--- src/rtl/cache_fill_arbiter_if.sv ---
// cache_fill_arbiter_if
//   Groups the cache-request, memory-port and fill-steering signals of the
//   shared main-memory port.
//   master : the arbiter (drives mem_*, fill_*, *_fill_we, *_done, ack, busy)
//   slave  : the cache controllers and the memory model
//   Cache side : icache_miss/icache_addr, dcache_miss/dcache_addr,
//                dcache_wr_req/dcache_wr_addr/dcache_wr_data, dcache_wr_ack,
//                icache/dcache_fill_we, icache/dcache_fill_done,
//                fill_data, fill_word, busy
//   Memory side: mem_en, mem_wr, mem_addr, mem_wdata,
//                mem_data_valid, mem_rdata
interface cache_fill_arbiter_if;
  logic        icache_miss;
  logic [15:0] icache_addr;
  logic        dcache_miss;
  logic [15:0] dcache_addr;
  logic        dcache_wr_req;
  logic [15:0] dcache_wr_addr;
  logic [15:0] dcache_wr_data;
  logic        mem_en;
  logic        mem_wr;
  logic [15:0] mem_addr;
  logic [15:0] mem_wdata;
  logic        mem_data_valid;
  logic [15:0] mem_rdata;
  logic [15:0] fill_data;
  logic [2:0]  fill_word;
  logic        icache_fill_we;
  logic        dcache_fill_we;
  logic        icache_fill_done;
  logic        dcache_fill_done;
  logic        dcache_wr_ack;
  logic        busy;

  modport master (
    input  icache_miss, icache_addr, dcache_miss, dcache_addr,
           dcache_wr_req, dcache_wr_addr, dcache_wr_data,
           mem_data_valid, mem_rdata,
    output mem_en, mem_wr, mem_addr, mem_wdata,
           fill_data, fill_word, icache_fill_we, dcache_fill_we,
           icache_fill_done, dcache_fill_done, dcache_wr_ack, busy
  );

  modport slave (
    output icache_miss, icache_addr, dcache_miss, dcache_addr,
           dcache_wr_req, dcache_wr_addr, dcache_wr_data,
           mem_data_valid, mem_rdata,
    input  mem_en, mem_wr, mem_addr, mem_wdata,
           fill_data, fill_word, icache_fill_we, dcache_fill_we,
           icache_fill_done, dcache_fill_done, dcache_wr_ack, busy
  );
endinterface

--- src/rtl/cache_fill_arbiter.sv ---
// cache_fill_arbiter
//   Shares one main-memory port between the I-cache and D-cache. Grants one
//   requester at a time (store > D miss > I miss), issues the WORDS reads of
//   a block fill or a single write-through store, counts returned words and
//   steers them into the granted cache with per-word write enables.
//   Ports:
//     clk   : system clock, all state on the rising edge
//     rst_n : asynchronous active-low reset
//     bus   : cache_fill_arbiter_if.master (cache requests, memory port,
//             fill steering, done/ack pulses, busy)
//   MEM_LAT describes the attached memory model; returns are tracked purely
//   by mem_data_valid, so the arbiter itself is latency-agnostic.
module cache_fill_arbiter #(
  parameter int unsigned MEM_LAT = 4,
  parameter int unsigned WORDS   = 8
) (
  input  logic                 clk,
  input  logic                 rst_n,
  cache_fill_arbiter_if.master bus
);

  typedef enum logic [1:0] {IDLE, WRITE, FILL} state_e;

  localparam int unsigned      CNT_W    = $clog2(WORDS);
  localparam logic [CNT_W-1:0] LAST     = CNT_W'(WORDS - 1);
  localparam logic [15:0]      BLK_MASK = ~16'(2 * WORDS - 1);

  state_e           state_q, state_d;
  logic             dside_q, dside_d;
  logic [15:0]      base_q, base_d;
  logic [CNT_W-1:0] iss_cnt_q, iss_cnt_d;
  logic [CNT_W-1:0] ret_cnt_q, ret_cnt_d;
  logic             mem_en_q, mem_en_d;
  logic             mem_wr_q, mem_wr_d;
  logic [15:0]      mem_addr_q, mem_addr_d;
  logic [15:0]      mem_wdata_q, mem_wdata_d;
  logic             wr_ack_q, wr_ack_d;
  logic             busy_q, busy_d;
  logic             ret_take;
  logic             ret_last;

  always_ff @(posedge clk or negedge rst_n) begin
    if (!rst_n) begin
      state_q     <= IDLE;
      dside_q     <= 1'b0;
      base_q      <= '0;
      iss_cnt_q   <= '0;
      ret_cnt_q   <= '0;
      mem_en_q    <= 1'b0;
      mem_wr_q    <= 1'b0;
      mem_addr_q  <= '0;
      mem_wdata_q <= '0;
      wr_ack_q    <= 1'b0;
      busy_q      <= 1'b0;
    end else begin
      state_q     <= state_d;
      dside_q     <= dside_d;
      base_q      <= base_d;
      iss_cnt_q   <= iss_cnt_d;
      ret_cnt_q   <= ret_cnt_d;
      mem_en_q    <= mem_en_d;
      mem_wr_q    <= mem_wr_d;
      mem_addr_q  <= mem_addr_d;
      mem_wdata_q <= mem_wdata_d;
      wr_ack_q    <= wr_ack_d;
      busy_q      <= busy_d;
    end
  end

  always_comb begin
    state_d     = state_q;
    dside_d     = dside_q;
    base_d      = base_q;
    iss_cnt_d   = iss_cnt_q;
    ret_cnt_d   = ret_cnt_q;
    mem_en_d    = 1'b0;
    mem_wr_d    = 1'b0;
    mem_addr_d  = mem_addr_q;
    mem_wdata_d = mem_wdata_q;
    wr_ack_d    = 1'b0;

    // Returns only count while filling; strays in IDLE/WRITE are dropped.
    ret_take = (state_q == FILL) && bus.mem_data_valid;
    ret_last = ret_take && (ret_cnt_q == LAST);

    case (state_q)
      IDLE: begin
        if (bus.dcache_wr_req) begin
          state_d     = WRITE;
          mem_en_d    = 1'b1;
          mem_wr_d    = 1'b1;
          mem_addr_d  = bus.dcache_wr_addr;
          mem_wdata_d = bus.dcache_wr_data;
          wr_ack_d    = 1'b1;
        end else if (bus.dcache_miss || bus.icache_miss) begin
          state_d    = FILL;
          dside_d    = bus.dcache_miss;
          base_d     = (bus.dcache_miss ? bus.dcache_addr : bus.icache_addr) & BLK_MASK;
          iss_cnt_d  = '0;
          ret_cnt_d  = '0;
          mem_en_d   = 1'b1;
          mem_addr_d = base_d;
        end
      end
      WRITE: begin
        state_d = IDLE;
      end
      FILL: begin
        // Registered strobe: word n+1 is set up while word n is on the port.
        if (mem_en_q && (iss_cnt_q != LAST)) begin
          iss_cnt_d  = iss_cnt_q + 1'b1;
          mem_en_d   = 1'b1;
          mem_addr_d = base_q + {{(15 - CNT_W){1'b0}}, iss_cnt_d, 1'b0};
        end
        if (ret_take) begin
          ret_cnt_d = ret_cnt_q + 1'b1;
          if (ret_last) begin
            state_d   = IDLE;
            ret_cnt_d = '0;
            iss_cnt_d = '0;
            mem_en_d  = 1'b0;
          end
        end
      end
      default: begin
        state_d = IDLE;
      end
    endcase

    busy_d = (state_d != IDLE);
  end

  assign bus.mem_en           = mem_en_q;
  assign bus.mem_wr           = mem_wr_q;
  assign bus.mem_addr         = mem_addr_q;
  assign bus.mem_wdata        = mem_wdata_q;
  assign bus.dcache_wr_ack    = wr_ack_q;
  assign bus.busy             = busy_q;
  assign bus.fill_data        = (state_q == FILL) ? bus.mem_rdata : '0;
  assign bus.fill_word        = ret_cnt_q;
  assign bus.icache_fill_we   = ret_take && !dside_q;
  assign bus.dcache_fill_we   = ret_take && dside_q;
  assign bus.icache_fill_done = ret_last && !dside_q;
  assign bus.dcache_fill_done = ret_last && dside_q;

endmodule

--- src/flat_wrapper.sv ---
// flat-port wrapper written by rule: the top's interface ports become plain ports
module cache_fill_arbiter_flat 
#(
  parameter int unsigned MEM_LAT = 4,
  parameter int unsigned WORDS   = 8
)
  (clk, rst_n, bus_icache_miss, bus_icache_addr, bus_dcache_miss, bus_dcache_addr, bus_dcache_wr_req, bus_dcache_wr_addr, bus_dcache_wr_data, bus_mem_data_valid, bus_mem_rdata, bus_mem_en, bus_mem_wr, bus_mem_addr, bus_mem_wdata, bus_fill_data, bus_fill_word, bus_icache_fill_we, bus_dcache_fill_we, bus_icache_fill_done, bus_dcache_fill_done, bus_dcache_wr_ack, bus_busy);
  cache_fill_arbiter_if bus_i ();
  input  logic clk;
  input  logic rst_n;
  input wire logic [$bits(bus_i.icache_miss)-1:0] bus_icache_miss;
  input wire logic [$bits(bus_i.icache_addr)-1:0] bus_icache_addr;
  input wire logic [$bits(bus_i.dcache_miss)-1:0] bus_dcache_miss;
  input wire logic [$bits(bus_i.dcache_addr)-1:0] bus_dcache_addr;
  input wire logic [$bits(bus_i.dcache_wr_req)-1:0] bus_dcache_wr_req;
  input wire logic [$bits(bus_i.dcache_wr_addr)-1:0] bus_dcache_wr_addr;
  input wire logic [$bits(bus_i.dcache_wr_data)-1:0] bus_dcache_wr_data;
  input wire logic [$bits(bus_i.mem_data_valid)-1:0] bus_mem_data_valid;
  input wire logic [$bits(bus_i.mem_rdata)-1:0] bus_mem_rdata;
  output wire logic [$bits(bus_i.mem_en)-1:0] bus_mem_en;
  output wire logic [$bits(bus_i.mem_wr)-1:0] bus_mem_wr;
  output wire logic [$bits(bus_i.mem_addr)-1:0] bus_mem_addr;
  output wire logic [$bits(bus_i.mem_wdata)-1:0] bus_mem_wdata;
  output wire logic [$bits(bus_i.fill_data)-1:0] bus_fill_data;
  output wire logic [$bits(bus_i.fill_word)-1:0] bus_fill_word;
  output wire logic [$bits(bus_i.icache_fill_we)-1:0] bus_icache_fill_we;
  output wire logic [$bits(bus_i.dcache_fill_we)-1:0] bus_dcache_fill_we;
  output wire logic [$bits(bus_i.icache_fill_done)-1:0] bus_icache_fill_done;
  output wire logic [$bits(bus_i.dcache_fill_done)-1:0] bus_dcache_fill_done;
  output wire logic [$bits(bus_i.dcache_wr_ack)-1:0] bus_dcache_wr_ack;
  output wire logic [$bits(bus_i.busy)-1:0] bus_busy;
  assign bus_i.icache_miss = bus_icache_miss;
  assign bus_i.icache_addr = bus_icache_addr;
  assign bus_i.dcache_miss = bus_dcache_miss;
  assign bus_i.dcache_addr = bus_dcache_addr;
  assign bus_i.dcache_wr_req = bus_dcache_wr_req;
  assign bus_i.dcache_wr_addr = bus_dcache_wr_addr;
  assign bus_i.dcache_wr_data = bus_dcache_wr_data;
  assign bus_i.mem_data_valid = bus_mem_data_valid;
  assign bus_i.mem_rdata = bus_mem_rdata;
  assign bus_mem_en = bus_i.mem_en;
  assign bus_mem_wr = bus_i.mem_wr;
  assign bus_mem_addr = bus_i.mem_addr;
  assign bus_mem_wdata = bus_i.mem_wdata;
  assign bus_fill_data = bus_i.fill_data;
  assign bus_fill_word = bus_i.fill_word;
  assign bus_icache_fill_we = bus_i.icache_fill_we;
  assign bus_dcache_fill_we = bus_i.dcache_fill_we;
  assign bus_icache_fill_done = bus_i.icache_fill_done;
  assign bus_dcache_fill_done = bus_i.dcache_fill_done;
  assign bus_dcache_wr_ack = bus_i.dcache_wr_ack;
  assign bus_busy = bus_i.busy;
  cache_fill_arbiter #(.MEM_LAT(MEM_LAT), .WORDS(WORDS)) u_core (.clk(clk), .rst_n(rst_n), .bus(bus_i));
endmodule
--- config.mk ---
export PLATFORM = sky130hd
export DESIGN_NAME = cache_fill_arbiter_flat
export DESIGN_NICKNAME = d
export VERILOG_FILES = /design/src/rtl/cache_fill_arbiter_if.sv /design/src/rtl/cache_fill_arbiter.sv /design/src/flat_wrapper.sv
export SDC_FILE = /design/constraint.sdc
export NUM_CORES = 1
export LEC_CHECK = 0
export CAP_MARGIN = 20
export CORE_MARGIN = 4
export CORE_UTILIZATION = 36
export CTS_BUF_LIST = sky130_fd_sc_hd__clkbuf_4 sky130_fd_sc_hd__clkbuf_8 sky130_fd_sc_hd__clkbuf_16
export DETAILED_ROUTE_END_ITERATION = 12
export GPL_TIMING_DRIVEN = 0
export PLACE_DENSITY = 0.75
export SYNTH_ARGS = -nofsm -noshare
export SYNTH_HDL_FRONTEND = slang
export SYNTH_SLANG_ARGS = --single-unit
--- constraint.sdc ---
create_clock -name clk -period 1.7 [get_ports clk]
set_input_delay 0.34 -clock clk [delete_from_list [all_inputs] [get_ports clk]]
set_output_delay 0.34 -clock clk [all_outputs]
set_load 0.05 [all_outputs]
==> impl_metrics.py <==
metrics = {
    "synth": {
        "synthAdderAreaFrac_pct": 1.77,
        "yosys_warnings": 0,
        "seq_area_frac_synth_pct": 49.5,
        "synth_compound_area_share_pct": 11.5,
        "ys_top_cells_by_area": "dfrtp_1 (50%), mux2_2 (8.8%), mux2_4 (8.5%), and2_1 (4.0%), o221ai_1 (3.4%)",
        "syn_area_sq_um": 2830,
        "synth-xor-area-share_pct": 0.310,
        "synth-simple-area-share_pct": 14.6,
        "syn_area_per_cell_sq_um": 11.5,
        "synthTopCellsByCount": "dfrtp_1 (56), mux2_2 (22), nand2_1 (21)",
        "synth_top_cell_area_share_pct": 49.5,
        "synth.net_count": 336,
        "synthArstFlopShare_pct": 100,
        "synthMuxAreaShare_pct": 18.3,
        "synth_ff_type": "dfrtp_1",
        "synth_edf_count": 0,
        "yosysTopAreaCell": "dfrtp_1",
        "ys_seq_elements": 56,
        "synth_cell_types": 40,
        "syn_inst": 246,
        "synth_top_family_by_area": "multiplexers",
        "synth.most_common_cell": "dfrtp_1",
    },
    "die": {
        "die_h_microns": 96.6,
        "start_util_pct": 36.8,
        "core-area_sq_um": 7690,
        "dieArea_sq_um": 9340,
        "io_pins": 145,
        "die_w_microns": 96.6,
        "rows": 32,
    },
    "timing": {
        "setup_tns_ns": -2.81,
        "whs_ns": 0.0315,
        "min_period_over_period_pct": 108,
        "finalHoldViolCount": 0,
        "fmax_mhz": 545,
        "worst_pin_slew_ns": 0.662,
        "slew_headroom_pct": 55.8,
        "worst_slack_ns": -0.134,
        "slew_violations": 0,
        "period_needed_ns": 1.83,
        "clock_skew_ns": 0.0153,
        "rsz0062_at_grt": "yes",
        "setup_viol": 36,
    },
    "clocking": {
        "clk_path_buf_depth": 2,
        "cts_sinks": 56,
        "htreeDepth": 2,
        "cts.clk_slew.worst_paths_ns": 0.12,
        "cts_made_buffers": 5,
        "cts_root_buffer": "clkbuf_8",
        "cts_tree": "yes",
        "insertion_delay_ns": 0.32,
    },
    "run_status": {
        "status": "finished with violations",
        "violations": "setup timing",
    },
    "layout": {
        "fin_nets": 504,
        "drive_above_1_share_pct": 42.2,
        "fin_area_sq_um": 5060,
        "area_delta_synth_final_pct": 79.0,
        "n_fill_cell": 599,
        "n_antenna_cell": 0,
        "finalNonFillerCells": 517,
    },
    "grt": {
        "grt_remaining_overflow": 0,
        "grt_start_max_net_pins": 31,
        "antenna_found_initial": 0,
        "grt_pass1_wl_mm": 14.0,
        "track_usage_pct": 18.3,
        "grt_pass1_vias": 2807,
    },
    "power": {
        "p_per_area_nw_per_um2": 1960,
        "ir_drop_mv": 1.09,
        "total_leakage_power_uw": 0.00228,
    },
    "detailed_routing": {
        "vias_per_cell": 5.12,
        "drtAntennaViolNets": 0,
        "avgRoutedWirePerCell_microns": 17.5,
        "vias": 2647,
        "firstDrtPassIters": 4,
        "routed_wl_mm": 9.07,
        "drc": 0,
        "drtIter0Drc": 109,
    },
    "worst_setup_path": {
        "crit_type": "register to output port",
        "crit_path_start": "u_core.state_q[1]",
        "critPathMaxFanout": 5,
        "path_common_cell": "buf_8",
        "path_delay_family": "flip-flops",
        "critPathBufInv": 3,
        "critPathRequiredTime_ns": 1.36,
        "cpMaxStageDelayCell": "dfrtp_2",
        "crit_path_cell_trace": "nor2b_4, buf_8, clkbuf_16, and2_4, buf_8",
        "cpPeakStageDelay_ns": 0.44,
        "r2r_start": "u_core.iss_cnt_q[0]",
        "cp.arrival_ns": 1.49,
        "start_kind": "register",
        "end_kind": "output port",
    },
    "placed_design": {
        "globalplace.congestion": 0.785,
        "portBuffers": 135,
        "dpl.hpwl_mm": 6.18,
        "dp_cells": 484,
        "place_area_sq_um": 4380,
    },
    "min_path": {
        "hold_path_class": "input port to asynchronous set/reset pin",
    },
    "flow_run": {
        "maxCapViolations": 0,
    },
}
[cells in the final DEF (no fill, tap or decap), drive strengths merged, types with 3 or more instances in the layout]
cell,instances
clkbuf,10
nor3,5
mux2,38
nor2b,3
nor2,9
and2,18
dlygate4sd2,41
a21oi,5
nand2,21
o21ai,19
clkdlybuf4s50,73
buf,60
ha,4
o221ai,11
mux2i,3
dfrtp,56
a22o,3
inv,3
or3,11
a31oi,3
and3,3
[timing repair]
item,in CTS,in global routing
cloned,3,1
pin swaps,22,18
resized for setup,244,45
buffers inserted,11,10
hold buffers,0,0
setup endpoints to repair,102,53
[worst paths after layout]
path | to | slack (ns) | cells past startpoint
max | bus_fill_data[4] | -0.13 | 5
min | u_core.bus.mem_addr[12] | 0.03 | 1
max reg2reg | u_core.bus.mem_addr[11] | -0.09 | 7
min reg2reg | u_core.bus.mem_addr[1] | 0.49 | 2
max in group asynchronous | u_core.state_q[0] | 1.05 | 2
min in group clk | u_core.bus.mem_addr[1] | 0.49 | 2
[layer usage]
| metal | track usage (%) | vias to the layer above | wire (microns) |
|---|---|---|---|
| li1 | - | 1216 | - |
| met1 | 20.8 | 1315 | 3580 |
| met2 | 32.4 | 108 | 4700 |
| met3 | 6.42 | 8 | 705 |
| met4 | 4.86 | 0 | 82 |
| met5 | 0 | - | 0 |
[worst register-to-register path, stage by stage, from the launching register on]
cell	delay (ns)
dfrtp_1	0.41
ha_2	0.20
ha_4	0.16
nand2b_4	0.14
a221o_2	0.48
buf_8	0.19
nand2_2	0.06
o21ai_2	0.05
[stage by stage]
stage / total power, uW / setup WS, ns / util, %
finish: 9940 / -0.134 / 65.9
global route: 10500 / -0.192 / 65.9
CTS: 9360 / -0.169 / 62.2
detailed placement: 8100 / -1.08 / 57.0
global placement: 7980 / -1.68 / 56.8
floorplan: 6250 / -0.0789 / -
[cell families (layout without fill, tap and decap cells)]
kind of cell | count (synthesis) | count (layout)
simple gates | 76 | 76
buf+inv | 20 | 189
compound gates | 48 | 48
xor+xnor | 1 | 1
mux | 41 | 41
flops | 56 | 56
fa+ha+maj | 4 | 4
[state kept, by name, summed over array words and instances (netlist names)]
signal / flops
u_core.base_q: 12
u_core.bus.busy: 1
u_core.dside_q: 1
u_core.state_q: 2
u_core.bus.mem_wdata: 16
u_core.bus.dcache_wr_ack: 1
u_core.bus.fill_word: 3
u_core.bus.mem_en: 1
u_core.iss_cnt_q: 3
u_core.bus.mem_addr: 16
[power by group]
group	total, uW	leakage [uW]	switching (uW)	internal [uW]
Sequential	2460	0.000668	468	1990
Clock	758	0.0000485	461	297
Combinational	6730	0.00156	3860	2870
[layout make-up]
| class | instances | area (sq um) | area share [%] |
|---|---|---|---|
| tap | 102 | 128 | 2.52 |
| clock buffer | 5 | 68.8 | 1.36 |
| multi-input combinational | 170 | 1570 | 30.9 |
| sequential | 56 | 1410 | 27.8 |
| timing repair buffer | 161 | 1650 | 32.6 |
| clock inverter | 3 | 22.5 | 0.445 |
| inverter | 2 | 10.0 | 0.198 |
| buffer | 18 | 210 | 4.15 |
No activity file was read; power rests on OpenSTA's default activity.
